**src/rtl/controlador_multiciclo.sv**
```systemverilog
// Multicycle sequencing controller: step counter, 9-bit instruction register and control decoder in one FSM.
// Optional feature: define MVNZ_EN to decode opcode 100 as mvnz (conditional move on GNZ).
module controlador_multiciclo (
    input  logic       Clock,
    input  logic       Resetn,
    input  logic [8:0] Instrucao,
    input  logic       Run,
    input  logic       GNZ,
    output logic       IRin,
    output logic [7:0] Rin,
    output logic [7:0] Rout,
    output logic       Ain,
    output logic       Gin,
    output logic       Gout,
    output logic       DINout,
    output logic       AddSub,
    output logic       Done,
    output logic [1:0] Tstep
);

    localparam int unsigned IR_W  = 9;
    localparam int unsigned REG_N = 8;

    typedef enum logic [1:0] {
        T0 = 2'b00,
        T1 = 2'b01,
        T2 = 2'b10,
        T3 = 2'b11
    } tstep_t;

    localparam logic [2:0] OP_MV   = 3'b000;
    localparam logic [2:0] OP_MVI  = 3'b001;
    localparam logic [2:0] OP_ADD  = 3'b010;
    localparam logic [2:0] OP_SUB  = 3'b011;
`ifdef MVNZ_EN
    localparam logic [2:0] OP_MVNZ = 3'b100;
`endif

    tstep_t            state_q;
    tstep_t            state_d;
    logic [IR_W-1:0]   ir_q;
    logic [2:0]        opcode;
    logic [2:0]        rx;
    logic [2:0]        ry;

    assign opcode = ir_q[8:6];
    assign rx     = ir_q[5:3];
    assign ry     = ir_q[2:0];

`ifndef MVNZ_EN
    logic unused_gnz;
    assign unused_gnz = GNZ;
`endif

    // Register index 0 (R0) maps to the MSB of the one-hot enable vectors.
    function automatic logic [REG_N-1:0] reg_sel(input logic [2:0] idx);
        return REG_N'(8'h80 >> idx);
    endfunction

    // State and instruction register; IR only loads on a T0 fetch.
    always_ff @(posedge Clock or negedge Resetn) begin
        if (!Resetn) begin
            state_q <= T0;
            ir_q    <= '0;
        end else begin
            state_q <= state_d;
            if (state_q == T0 && Run) begin
                ir_q <= Instrucao;
            end
        end
    end

    // Next-state and control decode.
    always_comb begin
        state_d = state_q;
        IRin    = 1'b0;
        Rin     = '0;
        Rout    = '0;
        Ain     = 1'b0;
        Gin     = 1'b0;
        Gout    = 1'b0;
        DINout  = 1'b0;
        AddSub  = 1'b0;
        Done    = 1'b0;
        Tstep   = state_q;

        case (state_q)
            T0: begin
                IRin = Run;
                if (Run) begin
                    state_d = T1;
                end
            end
            T1: begin
                case (opcode)
                    OP_MV: begin
                        Rout    = reg_sel(ry);
                        Rin     = reg_sel(rx);
                        Done    = 1'b1;
                        state_d = T0;
                    end
                    OP_MVI: begin
                        DINout  = 1'b1;
                        Rin     = reg_sel(rx);
                        Done    = 1'b1;
                        state_d = T0;
                    end
                    OP_ADD, OP_SUB: begin
                        Rout    = reg_sel(rx);
                        Ain     = 1'b1;
                        state_d = T2;
                    end
`ifdef MVNZ_EN
                    OP_MVNZ: begin
                        if (GNZ) begin
                            Rout = reg_sel(ry);
                            Rin  = reg_sel(rx);
                        end
                        Done    = 1'b1;
                        state_d = T0;
                    end
`endif
                    default: begin
                        Done    = 1'b1;
                        state_d = T0;
                    end
                endcase
            end
            T2: begin
                Rout    = reg_sel(ry);
                Gin     = 1'b1;
                AddSub  = opcode[0];
                state_d = T3;
            end
            T3: begin
                Gout    = 1'b1;
                Rin     = reg_sel(rx);
                Done    = 1'b1;
                state_d = T0;
            end
            default: state_d = T0;
        endcase
    end

endmodule

```
**config.mk**
```make
export PLATFORM = sky130hd
export DESIGN_NAME = controlador_multiciclo
export DESIGN_NICKNAME = d
export VERILOG_FILES = /design/src/rtl/controlador_multiciclo.sv
export SDC_FILE = /design/constraint.sdc
export NUM_CORES = 1
export LEC_CHECK = 0
export ABC_AREA = 1
export BUFFER_PORTS_ARGS = -buffer_cell sky130_fd_sc_hd__buf_2
export CORE_MARGIN = 2
export CORE_UTILIZATION = 49
export DETAILED_ROUTE_END_ITERATION = 8
export GPL_TIMING_DRIVEN = 0
export MAX_ROUTING_LAYER = met4
export PLACE_DENSITY_LB_ADDON = 0.12
export SYNTH_ARGS = -nofsm -noshare
export SYNTH_HDL_FRONTEND = slang
export SYNTH_SLANG_ARGS = --single-unit
```
**constraint.sdc**
```tcl
create_clock -name Clock -period 3 [get_ports Clock]
set_input_delay 0.15 -clock Clock [delete_from_list [all_inputs] [get_ports Clock]]
set_output_delay 0.15 -clock Clock [all_outputs]
set_load 0.02 [all_outputs]
```
## Word-level counts from Yosys, hierarchy flattened

Cells that the tools add are included.

- Register bits after elaboration: 11
- Bits in latches: 0
- Bits in writable memories: 0
- Bits in read-only memories: 0
- Bits of input ports: 13
- Word-level logic and storage cells: 33
- Memories kept: 0

- Add/subtract/negate cells: 0
- Multiply operators: 0
- Div/mod/pow operators: 0
- $lt $le $gt $ge: 0
- Equality and inequality tests: 7
- Shift-type cells: 2
- Muxes and demuxes: 17
- Bitwise gates (word level): 0
- Reduce and logical (&&, ||, !) cells: 5

Operators by type and width:

| operator | number |
|---|---|
| $pmux W8 S2 | 3 |
| $shr A8 B3 Y8 const A | 2 |
| $mux W1 | 9 |
| $mux W8 | 1 |
| $pmux W2 S4 | 1 |
| $eq A3 B2 Y1 const B | 2 |
| $eq A2 B2 Y1 const B | 2 |
| $mux W2 | 2 |
| $reduce_or A2 Y1 | 2 |
| $eq A3 B1 Y1 const B | 1 |
| $logic_not A3 Y1 | 1 |
| $eq A2 B1 Y1 const B | 1 |
| $logic_not A2 Y1 | 1 |
| $ne A2 B2 Y1 const B | 1 |
| $pmux W1 S2 | 1 |
| $logic_and A1 B1 Y1 | 1 |

## Depth between registers and ports, before layout

- Depth after elaboration: 4
- Depth in mapped cells: 8
- Gate-level depth less buffers: 8

## Worst setup path before layout

Ideal clock, no wire load.

- Path kind: reg-to-output
- Start point: register (tool-made name)
- End point: output port Rin[1]
- Arrival time: 1,645 ps
- Data required time: 2,850 ps
- Slack: 1,205 ps
- Stages on the path, launching flop included: 5
- Path buffers: 0
- Cell sequence: dfrtp_1 -> inv_1 -> ha_1 -> a21oi_2 -> nor4_1

RTL lines:

| element | RTL line | RTL |
|---|---|---|
| to (decl) | 10 | `output logic [7:0] Rin,` |

==> reports/summary.md <==
## Timing
* Min Clock Period, post-route: 2.04 ns
* Final Hold Viols: 0
* highest attainable clock frequency: 0.490 GHz
* max-slew violations: 0
* setup violation total in the final timing report: 0
* Final period util: 68.0%
* tightest slew margin relative to the limit: 76.2%
* final clock skew: 0.000583 ns
* PnR worst setup slack: 0.961 ns
* final-layout setup total negative slack: 0 ns
* unrepaired setup endpoints after global routing: false
* Slew @ Worst Pin: 0.357 ns

## Die
* IO Count: 38
* Placeable Area: 1540 um^2
* Die Wd: 45.1 um
* Initial Utilization: 53.7%
* # rows: 14
* vertical die dimension: 45.1 um
* total die area: 2040 um^2

## Synth
* Post-Syn Area: 828 um^2
* largest cells by area after synthesis: dfrtp_1 (33%), nand2_1 (12%), nand3_1 (7.9%)
* mean instance size in the synthesized netlist: 6.73 um^2
* dominant combinational cell family by area after synthesis: simple AND/OR/NAND/NOR gates
* number of synthesized register bits: 11
* Synth area leader: dfrtp_1
* Simple-Gate Fraction of Synth Area: 36.6%
* mux share of post-synthesis cell area: 0%
* Syn Inst Count: 123
* synth unique cells: 18
* sequential element share of the synthesized area: 33.2%
* Yosys Warn Count: 0
* synthesized-area fraction occupied by adder cells: 7.55%
* fraction of synthesized cell area in xor and xnor cells: 0%
* Synth top area share: 33.2%
* async set or reset register ratio after synthesis: 100%
* fraction of the mapped netlist area in compound gates: 13.6%
* nets in the synthesized netlist: 141
* count of flip-flops with a built-in enable after synthesis: 0
* most instantiated flip-flop cell in the synthesis netlist: dfrtp_1

## GRT
* total overflow reported by the global router: 0
* first-pass GRT wire length: 3380 um
* via count of the first global-routing pass: 796
* initial antenna violation count: 0
* maximum number of pins on one net before global-route repair: 12
* GRT Resource Usage Total: 23.7%

## Routing
* drt total wl: 2110 um
* final routed DRC violation total: 0
* via density per instance: 5.38
* total number of vias: 968
* DR WL/cell: 11.7 um
* number of iterations in the first detailed-routing pass: 4
* DR iter-0 viols: 20
* antenna-violating nets left: 0

## Finish
* most frequent cells in the layout: buf_2 (39), nand2_1 (26), nor2_1 (15), inv_1 (14), nand3_1 (13)
* utilization of the core after routing: 69.1%
* fin cells: 180
* number of diodes added for antenna fixing: 0
* area added between synthesis and finish: 28.5%
* fraction of layout instances using a drive strength above 1: 29.9%
* Net count, final: 183
* most frequent standard cell in the layout excluding fill and tap cells: buf_2

## Setup path
* category of the worst setup path capture point: primary output
* kind of start point of the critical path: flip-flop
* Req. time, crit path: 2.85 ns
* critical path data arrival time: 1.89 ns
* maximum fanout count along the critical path: 6
* crit path kind: flip-flop to primary output

## Clock network
* TritonCTS clock tree: yes
* clock buffer count from CTS: 3
* clock root buffer master: clkbuf_4
* number of setup buffers added after CTS: 0
* clock edge transition at the registers on the reported setup and hold paths: 0.06 ns
* Clk Latency, worst-skew pair: 0.26 ns
* Clock Sink Count: 11
* maximum clock insertion buffer count: 2
* H-tree depth: 1

## Pwr
* Static Leakage: 0.000587 uW
* Worst IR Drop VDD: 0.640 mV
* Final Power: 1120 uW
* power density cells: 1050 nW/um^2

## Placed design
* half-perimeter wire length after placement: 1710 um
* port bufs: 36
* global placer's final weighted congestion: 0.842
* setup slack after placement: 1.26 ns
* DP Cell Count: 175

## Flow run
* max-capacitance violation count: 0

## Status
* result of the run: finished clean

## Min path
* Hold Crit Class: input pin to flip-flop

cell type report:
cell class,count,area (um^2)
buffer,3,15.0
clock buffer,4,26.3
fill,142,477
inverter,16,60.1
multi-input combinational,93,478
sequential,11,275
tap,16,20.0
timing repair buffer,37,190
synth_stat cells, types with 2 or more instances:
cell type	instances
nor3_1	6
nor2_1	15
ha_1	5
inv_1	14
inv_2	2
dfrtp_1	11
a21oi_2	2
nand3_1	13
nor4_1	5
o21ai_0	8
nand2_1	26
a21oi_1	8
buf_2	3
metal layers:
metal,track usage [%],part of all wire [%],vias to the layer above
li1,-,-,491
met1,32.0,45,436
met2,34.9,47,39
met3,2.00,7.4,2
met4,13.5,0.81,0
met5,-,0,-
power breakdown:
part	internal, uW	total (uW)	leakage [uW]	switching [uW]
registers	222	311	0.000135	89.1
logic	214	709	0.000437	495
clock network	51.4	95.7	0.0000150	44.3
worst paths after layout:
path	slack, ns	endpoint	cells past startpoint	start
setup reg to reg	1.43	ir_q[2]$_DFFE_PN0P_	6	Tstep[0]$_DFFE_PN0P_
hold / removal	0.08	ir_q[0]$_DFFE_PN0P_	3	Instrucao[0]
setup / recovery	0.96	Rout[4]	9	flip-flop
hold reg to reg	0.58	ir_q[0]$_DFFE_PN0P_	2	ir_q[0]$_DFFE_PN0P_
max in group asynchronous	2.53	ir_q[4]$_DFFE_PN0P_	2	Resetn
min in group asynchronous	0.28	ir_q[7]$_DFFE_PN0P_	2	Resetn
worst max-delay path, stage by stage (launching register included):
cell	delay [ns]
dfrtp_1	0.42
inv_1	0.12
ha_1	0.32
inv_2	0.06
nor2_1	0.10
nand2_1	0.08
nand2_2	0.11
nand3_1	0.08
a21oi_1	0.14
buf_2	0.18
what timing repair did:
item	in CTS	in global routing
hold endpoints to repair	11	0
gates resized for setup	0	0
hold buffers	1	0
cell families (layout without fill, tap and decap cells):
family          after synthesis  in the layout
simple gates                 68             68
compound gates               20             20
buf+inv                      19             60
flops                        11             11
fa+ha+maj                     5              5
registers in the layout (all words and copies together), names as in the netlist, named ones only:
register / count
Tstep: 1
ir_q: 9
through the flow:
| step | hold slack (ns) | area [um^2] |
|---|---|---|
| finish | 0.0795 | 1060 |
| global placement | 0.0225 | 1030 |
| detailed placement | 0.0230 | 1030 |
| global route | 0.0849 | 1060 |
| CTS | 0.0748 | 1060 |
| floorplan | -0.146 | 828 |
No activity file was read; power rests on OpenSTA's default activity.
